## src/rtl/snn_pkg.sv

```systemverilog
// Shared spike-routing types and widths for the delay buffer, serializer and neuron array.
package snn_pkg;

  localparam int SPIKE_W      = 48;
  localparam int SPIKE_ADDR_W = 6;

  typedef struct packed {
    logic [SPIKE_ADDR_W-1:0] addr;
    logic                    last;
  } spike_evt_t;

endpackage

```

## src/rtl/lsb_encoder.sv

```systemverilog
// Lowest-set-bit encoder: index, one-hot clear mask, any-bit and single-bit flags.
// Purely combinational; shared by the spike-routing blocks.
module lsb_encoder #(
  parameter int WIDTH  = 48,
  parameter int ADDR_W = 6
) (
  input  logic [WIDTH-1:0]  i_vec,
  output logic [ADDR_W-1:0] o_idx,
  output logic [WIDTH-1:0]  o_clr,
  output logic              o_any,
  output logic              o_single
);

  // Scan from the top so the last hit is the lowest set bit.
  always_comb begin
    o_idx = '0;
    for (int i = WIDTH - 1; i >= 0; i--) begin
      if (i_vec[i]) begin
        o_idx = ADDR_W'(i);
      end
    end
  end

  assign o_clr    = i_vec & (~i_vec + WIDTH'(1));
  assign o_any    = (i_vec != '0);
  assign o_single = o_any && ((i_vec & (i_vec - WIDTH'(1))) == '0);

endmodule

```

## src/rtl/spike_event_serializer.sv

```systemverilog
// Captures delayed spike words, queues them in a small FIFO and emits one address event per set bit.
// Words arriving while the mask and FIFO are both full are dropped and flagged on the sticky OVF.
module spike_event_serializer
  import snn_pkg::*;
#(
  parameter int WIDTH      = SPIKE_W,
  parameter int ADDR_W     = SPIKE_ADDR_W,
  parameter int FIFO_DEPTH = 4
) (
  input  logic              CLK,
  input  logic              RST,
  input  logic              IN_VALID,
  input  logic [WIDTH-1:0]  D,
  output logic              EVT_VALID,
  output logic [ADDR_W-1:0] EVT_ADDR,
  output logic              EVT_LAST,
  input  logic              EVT_READY,
  output logic              OVF,
  input  logic              OVF_CLR,
  output logic              BUSY
);

  localparam int PTR_W = $clog2(FIFO_DEPTH);
  localparam int CNT_W = PTR_W + 1;

  logic                 r_vld_d;
  logic [WIDTH-1:0]     r_mask;
  logic [WIDTH-1:0]     r_mem [FIFO_DEPTH];
  logic [PTR_W-1:0]     r_wr_ptr;
  logic [PTR_W-1:0]     r_rd_ptr;
  logic [CNT_W-1:0]     r_count;
  logic                 r_ovf;

  logic [ADDR_W-1:0]    w_idx;
  logic [WIDTH-1:0]     w_clr;
  logic                 w_any;
  logic                 w_single;
  logic                 w_fifo_empty;
  logic                 w_fire;
  logic                 w_mask_free;
  logic                 w_push_req;
  logic                 w_pop;
  logic                 w_bypass;
  logic                 w_push_fifo;
  logic                 w_push_ok;
  logic                 w_drop;
  spike_evt_t           w_evt;

  lsb_encoder #(
    .WIDTH  (WIDTH),
    .ADDR_W (ADDR_W)
  ) u_enc (
    .i_vec    (r_mask),
    .o_idx    (w_idx),
    .o_clr    (w_clr),
    .o_any    (w_any),
    .o_single (w_single)
  );

  // The mask is free when it is already empty or its last bit is consumed this cycle;
  // a free mask takes the FIFO head first, and only takes D directly when the FIFO is empty.
  assign w_fifo_empty = (r_count == '0);
  assign w_fire       = w_any && EVT_READY;
  assign w_mask_free  = !w_any || (w_fire && w_single);
  assign w_push_req   = r_vld_d && (D != '0);
  assign w_pop        = w_mask_free && !w_fifo_empty;
  assign w_bypass     = w_push_req && w_mask_free && w_fifo_empty;
  assign w_push_fifo  = w_push_req && !w_bypass;
  assign w_push_ok    = w_push_fifo && ((r_count < CNT_W'(FIFO_DEPTH)) || w_pop);
  assign w_drop       = w_push_fifo && !w_push_ok;

  always_ff @(posedge CLK) begin
    if (RST) begin
      r_vld_d <= 1'b0;
    end else begin
      r_vld_d <= IN_VALID;
    end
  end

  always_ff @(posedge CLK) begin
    if (RST) begin
      r_mask <= '0;
    end else if (w_pop) begin
      r_mask <= r_mem[r_rd_ptr];
    end else if (w_bypass) begin
      r_mask <= D;
    end else if (w_fire) begin
      r_mask <= r_mask & ~w_clr;
    end
  end

  // Storage needs no reset: the count gates every read.
  always_ff @(posedge CLK) begin
    if (w_push_ok) begin
      r_mem[r_wr_ptr] <= D;
    end
  end

  always_ff @(posedge CLK) begin
    if (RST) begin
      r_wr_ptr <= '0;
      r_rd_ptr <= '0;
      r_count  <= '0;
    end else begin
      if (w_push_ok) begin
        r_wr_ptr <= r_wr_ptr + PTR_W'(1);
      end
      if (w_pop) begin
        r_rd_ptr <= r_rd_ptr + PTR_W'(1);
      end
      if (w_push_ok && !w_pop) begin
        r_count <= r_count + CNT_W'(1);
      end else if (!w_push_ok && w_pop) begin
        r_count <= r_count - CNT_W'(1);
      end
    end
  end

  // A drop in the same cycle as a clear keeps the flag set.
  always_ff @(posedge CLK) begin
    if (RST) begin
      r_ovf <= 1'b0;
    end else if (w_drop) begin
      r_ovf <= 1'b1;
    end else if (OVF_CLR) begin
      r_ovf <= 1'b0;
    end
  end

  assign w_evt     = '{addr: w_idx, last: w_single};
  assign EVT_VALID = w_any;
  assign EVT_ADDR  = w_evt.addr;
  assign EVT_LAST  = w_evt.last;
  assign OVF       = r_ovf;
  assign BUSY      = r_vld_d || !w_fifo_empty || w_any;

endmodule
```

## config.mk

```make
export PLATFORM = sky130hd
export DESIGN_NAME = spike_event_serializer
export DESIGN_NICKNAME = d
export VERILOG_FILES = /design/src/rtl/snn_pkg.sv /design/src/rtl/lsb_encoder.sv /design/src/rtl/spike_event_serializer.sv
export SDC_FILE = /design/constraint.sdc
export NUM_CORES = 1
export LEC_CHECK = 0
export CAP_MARGIN = 0
export CORE_MARGIN = 2
export CORE_UTILIZATION = 40
export DETAILED_ROUTE_END_ITERATION = 8
export GPL_TIMING_DRIVEN = 0
export PLACE_DENSITY = 0.59
export SYNTH_ARGS = -nofsm -noshare
export SYNTH_HDL_FRONTEND = slang
export SYNTH_SLANG_ARGS = --single-unit
```

## constraint.sdc

```tcl
create_clock -name CLK -period 4.5 [get_ports CLK]
set_input_delay 0.9 -clock CLK [delete_from_list [all_inputs] [get_ports CLK]]
set_output_delay 0.9 -clock CLK [all_outputs]
set_load 0.02 [all_outputs]
```

**After elaboration in Yosys (flattened, before gate mapping)**

Memories as Yosys holds them, arrays and structs flattened. A register that Yosys moved wholly into a read port is not among the register bits.
Index checks and enable logic that the tools add are counted.

- Register bits: 57
- Bits in writable memories: 192
- Bits of input ports: 53
- Output and inout port bits: 10
- Logic and storage cells: 106
- Memories: 1

Memories:

| memory | depth | width | read ports | clocked after memory_dff | write ports | line | text |
|---|---|---|---|---|---|---|---|
| r_mem | 4 | 48 | 1 | 1 | 1 | spike_event_serializer.sv:28 | `logic [WIDTH-1:0] r_mem [FIFO_DEPTH];` |

- Add/subtract/negate cells: 6
- Order comparisons: 1
- Mux-type cells: 59
- Bitwise operators: 5
- Reduce and logical (&&, ||, !) cells: 28

Operators with widths:

| cell | count |
|---|---|
| $mux W6 | 48 |
| $and A48 B48 Y48 | 3 |
| $mux W48 | 3 |
| $not A48 Y48 | 2 |
| $reduce_bool A48 Y1 | 2 |
| $add A48 B1 Y48 const B | 1 |
| $logic_not A48 Y1 | 1 |
| $sub A48 B1 Y48 const B | 1 |
| $logic_and A1 B1 Y1 | 12 |
| $mux W3 | 2 |
| $logic_not A1 Y1 | 5 |
| $add A2 B1 Y2 const B | 2 |
| $logic_or A1 B1 Y1 | 4 |
| $mux W1 | 4 |
| $mux W2 | 2 |
| $reduce_bool A2 Y1 | 2 |
| $add A3 B1 Y3 const B | 1 |
| $logic_not A3 Y1 | 1 |
| $lt A3 B3 Y1 const B | 1 |
| $reduce_bool A3 Y1 | 1 |
| $sub A3 B1 Y3 const B | 1 |

**Longest topological paths before layout**

- Depth after elaboration: 48
- Mapped depth: 20
- Depth with buffers taken out: 16

**Hierarchy**

Synthesis repeated with hierarchy kept, for this count alone.

- Cells, all modules: 1030
- Area, all modules: 12911.1 µm²

By module, submodules not included:

| module | times used | cells an instance | area an instance (µm²) | sequential area each (µm²) |
|---|---|---|---|---|
| spike_event_serializer | 1 | 762 | 11287.1 | 6946.7 |
| lsb_encoder | 1 | 268 | 1624.1 | 0.0 |

**Least setup slack after synthesis**

No wires, ideal clock.

- Path kind: reg-to-reg
- Start: register r_mask[40]
- End: memory r_mem[0][0], enable pin
- Library setup time: 410 ps
- Arrival: 4047 ps
- Data required time: 4090 ps
- Setup slack: 42 ps
- Cell stages (with the launch flop): 11
- Path buffers: 1
- Clock period less this slack: 4458 ps
- Path through: dfxtp_1 buf_6 or4_4 or4_1 o41ai_2 o211ai_1 nor4_1 and4_1 a21oi_2 mux2i_4 and2_1

- Cells in the longest elaborated chain, start to end: 13
- Elaborated cells on any way between the ends: 18
- Those cells by class: add/sub: 1; mux: 2; bitwise: 1; reduce/logical: 14

Ends and longest elaborated chain:

| item | line | text |
|---|---|---|
| start, declared | spike_event_serializer.sv:27 | `logic [WIDTH-1:0] r_mask;` |
| start signal, assigned | spike_event_serializer.sv:84 | `r_mask <= r_mem[r_rd_ptr];` |
| start signal, assigned | spike_event_serializer.sv:88 | `r_mask <= r_mask & ~w_clr;` |
| $sub A48 B1 Y48 | lsb_encoder.sv:26 | `assign o_single = o_any && ((i_vec & (i_vec - WIDTH'(1))) == '0);` |
| $and A48 B48 Y48 | lsb_encoder.sv:26 |  |
| $logic_not A48 Y1 | lsb_encoder.sv:26 |  |
| $logic_and A1 B1 Y1 (*) | lsb_encoder.sv:26 |  |
| via EVT_LAST | spike_event_serializer.sv:16 | `output logic EVT_LAST,` |
| $logic_and A1 B1 Y1 (*) | spike_event_serializer.sv:64 | `assign w_mask_free = !w_any \|\| (w_fire && w_single);` |
| $logic_or A1 B1 Y1 (*) | spike_event_serializer.sv:64 |  |
| $logic_and A1 B1 Y1 (2 in a row) | spike_event_serializer.sv:67 | `assign w_bypass = w_push_req && w_mask_free && w_fifo_empty;` |
| $logic_not A1 Y1 | spike_event_serializer.sv:68 | `assign w_push_fifo = w_push_req && !w_bypass;` |
| $logic_and A1 B1 Y1 | spike_event_serializer.sv:68 |  |
| $logic_and A1 B1 Y1 (*) | spike_event_serializer.sv:69 | `assign w_push_ok = w_push_fifo && ((r_count < CNT_W'(FIFO_DEPTH)) \|\| w_pop);` |
| via w_push_ok | spike_event_serializer.sv:45 | `logic w_push_ok;` |
| $mux W1 (*) | spike_event_serializer.sv:94 | `if (w_push_ok) begin` |
| $mux W1 (not written as such) (*) | spike_event_serializer.sv:95 | `r_mem[r_wr_ptr] <= D;` |
| end, declared | spike_event_serializer.sv:28 |  |

The timed path passes the listed nets; every way through them passes the cells marked *.

**Final worst setup path**

- Start: register r_mask[33]
- End: register r_count[2]

- Cells in the longest elaborated chain, start to end: 14
- Elaborated cells on any way between the ends: 22
- Those cells by class: add/sub: 1; mux: 1; bitwise: 1; reduce/logical: 19

Ends and longest elaborated chain:

| item | line | text |
|---|---|---|
| $sub A48 B1 Y48 | lsb_encoder.sv:26 |  |
| $and A48 B48 Y48 | lsb_encoder.sv:26 |  |
| $logic_not A48 Y1 | lsb_encoder.sv:26 |  |
| $logic_and A1 B1 Y1 | lsb_encoder.sv:26 |  |
| $logic_and A1 B1 Y1 | spike_event_serializer.sv:64 |  |
| $logic_or A1 B1 Y1 (*) | spike_event_serializer.sv:64 |  |
| $logic_and A1 B1 Y1 (2 in a row) | spike_event_serializer.sv:67 |  |
| $logic_not A1 Y1 | spike_event_serializer.sv:68 |  |
| $logic_and A1 B1 Y1 | spike_event_serializer.sv:68 |  |
| $logic_and A1 B1 Y1 | spike_event_serializer.sv:69 |  |
| $logic_not A1 Y1 | spike_event_serializer.sv:113 | `end else if (!w_push_ok && w_pop) begin` |
| $logic_and A1 B1 Y1 | spike_event_serializer.sv:113 |  |
| $reduce_bool A2 Y1 (no line) | - |  |
| end signal, assigned | spike_event_serializer.sv:112 | `r_count <= r_count + CNT_W'(1);` |
| end signal, assigned | spike_event_serializer.sv:114 | `r_count <= r_count - CNT_W'(1);` |
| end, declared | spike_event_serializer.sv:31 | `logic [CNT_W-1:0] r_count;` |

Every way passes the cells marked *; elsewhere a longest branch is shown, timed or not.
A chain may end at the register's enable or synchronous reset.

==> key figures <==
Clock tree
  • Clock Path Buffers: 3
  • H-tree level count: 1
  • Hold_buf cts: 0
  • Number of clock sinks: 251
  • CTS tree: done
  • Clk pin slew, worst setup/hold paths: 60 ps
  • Worst-Skew Late Latency: 540 ps
  • CTS root buffer: clkbuf_16
  • TritonCTS Buffers: 27

Die
  • Initial Util: 40.7%
  • Row count: 61
  • Die X: 172 µm
  • DIE HEIGHT: 172 µm
  • Io pins: 63
  • Die area: 29700 µm²
  • Core Footprint: 27900 µm²

Layout
  • # fillers: 2435
  • Layout overhead on the synthesized area: 20.1%
  • Layout cell share with drive strength beyond 1: 16.6%
  • ANT cells: 0
  • Nets@finish: 1000

GRT
  • Total GRT Usage: 23.6%
  • Total gr overflow: 0
  • First-pass GRT wire length: 51.3 mm
  • Vias in the first global route: 8001
  • Initial antenna violation count: 0
  • Largest net degree at the start of global routing: 33

Setup path
  • Setup CP Type: flop to flop
  • CP Data Required Time: 4950 ps
  • Crit path DAT: 4890 ps
  • Worst Setup End Kind: flop
  • CP max FO: 18
  • Crit path launch type: flop

Synth
  • Synthesized Nets: 894
  • Synth area leaders: edfxtp_1 51%, dfxtp_1 10%, mux4_2 9.5%
  • Synth cell types: 71
  • Post-synth top flop: edfxtp_1
  • EDFF count, synth: 192
  • Register bit total from synthesis: 251
  • Area leader, netlist: edfxtp_1
  • Mapped Area: 11300 µm²
  • Syn Inst Count: 835
  • Top cell type's share of synthesized area: 50.9%
  • Synth warn: 0
  • Sequential share of the synthesized area: 61.3%
  • Ys async rst share: 0%
  • Syn_area_per_cell: 13.6 µm²

Detailed routing
  • DRT Wirelength: 34.7 mm
  • Routed vias/inst: 6.10
  • Detail Route Antenna Nets: 0
  • Post-DR wirelength/cell: 25.9 µm
  • Via count: 8168
  • DRC: 0
  • DRT Pass-1 Iters: 6
  • DRT iter0 DRCs: 868

STA
  • Worst Max-Slew Pin Slew: 1080 ps
  • Final Hold Vio Count: 0
  • Min setup slack post-route: 62.8 ps
  • Max frequency: 0.225 GHz
  • Pins Over Slew Limit: 0
  • RSZ-0062 raised after global routing: yes
  • Tcrit/Tclk final: 98.6%
  • Tmin final: 4440 ps
  • Clock Skews: 16.1 ps
  • Slew headroom: 27.5%
  • Final Setup Violations: 0

Placement
  • Gpl congestion: 0.959
  • Port Buf Inserts: 62
  • Dpl hpwl: 24.8 mm
  • Placement Setup Slack: -486 ps

Min path
  • Hold WC Path Type: flop to flop

Run status
  • Status: completed

Run
  • Max-Cap Viols: 0
## layer usage
metal  track usage (%)  part of all wire, %  wire length [µm]  vias up
met4              8.22                  3.5              1220        0
met1              33.7                   44             15300     4105
met2              36.8                   45             15600      363
met5                 0                    0                 0        -
li1                  -                    -                 -     3618
met3              3.96                  7.4              2570       82
## path summary, 6_finish.rpt
path         slack (ps)          end        start  cells after the start
max                  60   r_count[2]   r_mask[33]                     16
min                 500  r_wr_ptr[1]  r_wr_ptr[1]                      2
max reg2reg          60   r_count[2]   r_mask[33]                     16
min reg2reg         500  r_wr_ptr[1]  r_wr_ptr[1]                      2
## cells in the mapped netlist (4+ instances only)
cell      number
a211oi_1       6
a21boi_0       4
a21oi_1       26
a221o_1       12
a311oi_1       7
a31oi_1       21
a32oi_1        7
a41oi_1        9
and2_1         6
and3_1         4
buf_1          7
buf_2          7
buf_4          6
clkbuf_1      43
dfxtp_1       59
edfxtp_1     192
ha_1           5
inv_1         17
mux4_2        48
nand2_1       27
nand2b_1       4
nand3_1       62
nand4_1       12
nor2_1        44
nor3_1        12
nor4_1        25
nor4_4         4
o211ai_1       4
o21a_1         7
o21ai_0       46
o22ai_1        6
o31ai_1       10
o41ai_1        9
or3_1          7
or4_1         11
## cells in the final DEF (no fill, tap or decap), types with 8 or more instances in the layout
cell type / netlist / final
nand3_1: 62 / 62
inv_1: 17 / 17
nor4_1: 25 / 22
nor3_1: 12 / 10
nand2_1: 27 / 27
mux4_2: 48 / 48
o21ai_0: 46 / 46
clkbuf_1: 43 / 43
or4_1: 11 / 10
buf_4: 6 / 22
a31oi_1: 21 / 21
dfxtp_1: 59 / 59
nand4_1: 12 / 12
a221o_1: 12 / 12
buf_2: 7 / 8
o31ai_1: 10 / 10
clkdlybuf4s50_1: 0 / 59
nor2_1: 44 / 43
edfxtp_1: 192 / 192
clkbuf_16: 0 / 27
a21oi_1: 26 / 26
a41oi_1: 9 / 9
## metrics by stage
step | area, µm² | hold WS (ps) | cells | TNS [ps] | utilization, %
after floorplan | 11300 | 468 | 835 | 0 | -
after global placement | 12400 | 465 | 1275 | -352310 | 44.6
after detailed placement | 12500 | 491 | 1279 | -59340 | 44.9
after CTS | 13500 | 507 | 1335 | 0 | 48.4
after global routing | 13600 | 534 | 1339 | -78.6 | 48.9
final | 13600 | 504 | 1339 | 0 | 48.9
## kinds of logic after synthesis
family / synth area share, %
DFF: 61.3
xor gates and xnor gates: 0.155
AOI/OAI and AO/OA: 12.3
buffers and inverters: 3.26
and+or+nand+nor: 11.8
adders and majority gates: 0.994
muxes: 10.2
## what timing repair did
action	CTS	global route
hold endpoints to repair	0	0
endpoints found under the setup margin	198	130
buffers inserted	9	6
resized for setup	25	20
pin swaps	8	7
## flip-flops by register name, summed over array words and instances, names as in the netlist, named ones only
register,cells
r_mem,192
r_mask,48
r_count,3
r_rd_ptr,2
r_wr_ptr,2
OVF,1
r_vld_d,1
## area by class of cell
type	instances	area [µm²]	share of cell area, %
Tap cell	378	473	3.47
Inverter	18	67.6	0.496
Clock buffer	35	726	5.33
Clock inverter	14	105	0.772
Buffer	62	292	2.14
Multi-Input combinational cell	500	4190	30.8
Sequential cell	251	6950	51.0
Timing Repair Buffer	81	813	5.97
## critical path: stages, from the launching register on
cell      delay [ps]
dfxtp_1          410
or4_1            520
buf_2            180
or4_1            540
o41ai_4          340
o211ai_1         180
nor4_2           330
and4_4           330
a21o_1           140
buf_6            210
nand2_1          160
ha_2             240
inv_1             70
fa_1             180
xor2_1            80
or3_1            310
a21oi_1          140
Power is left out: the tool's default activity adds up to more than one toggle a clock period on the data nets, which glitch-free logic cannot reach.
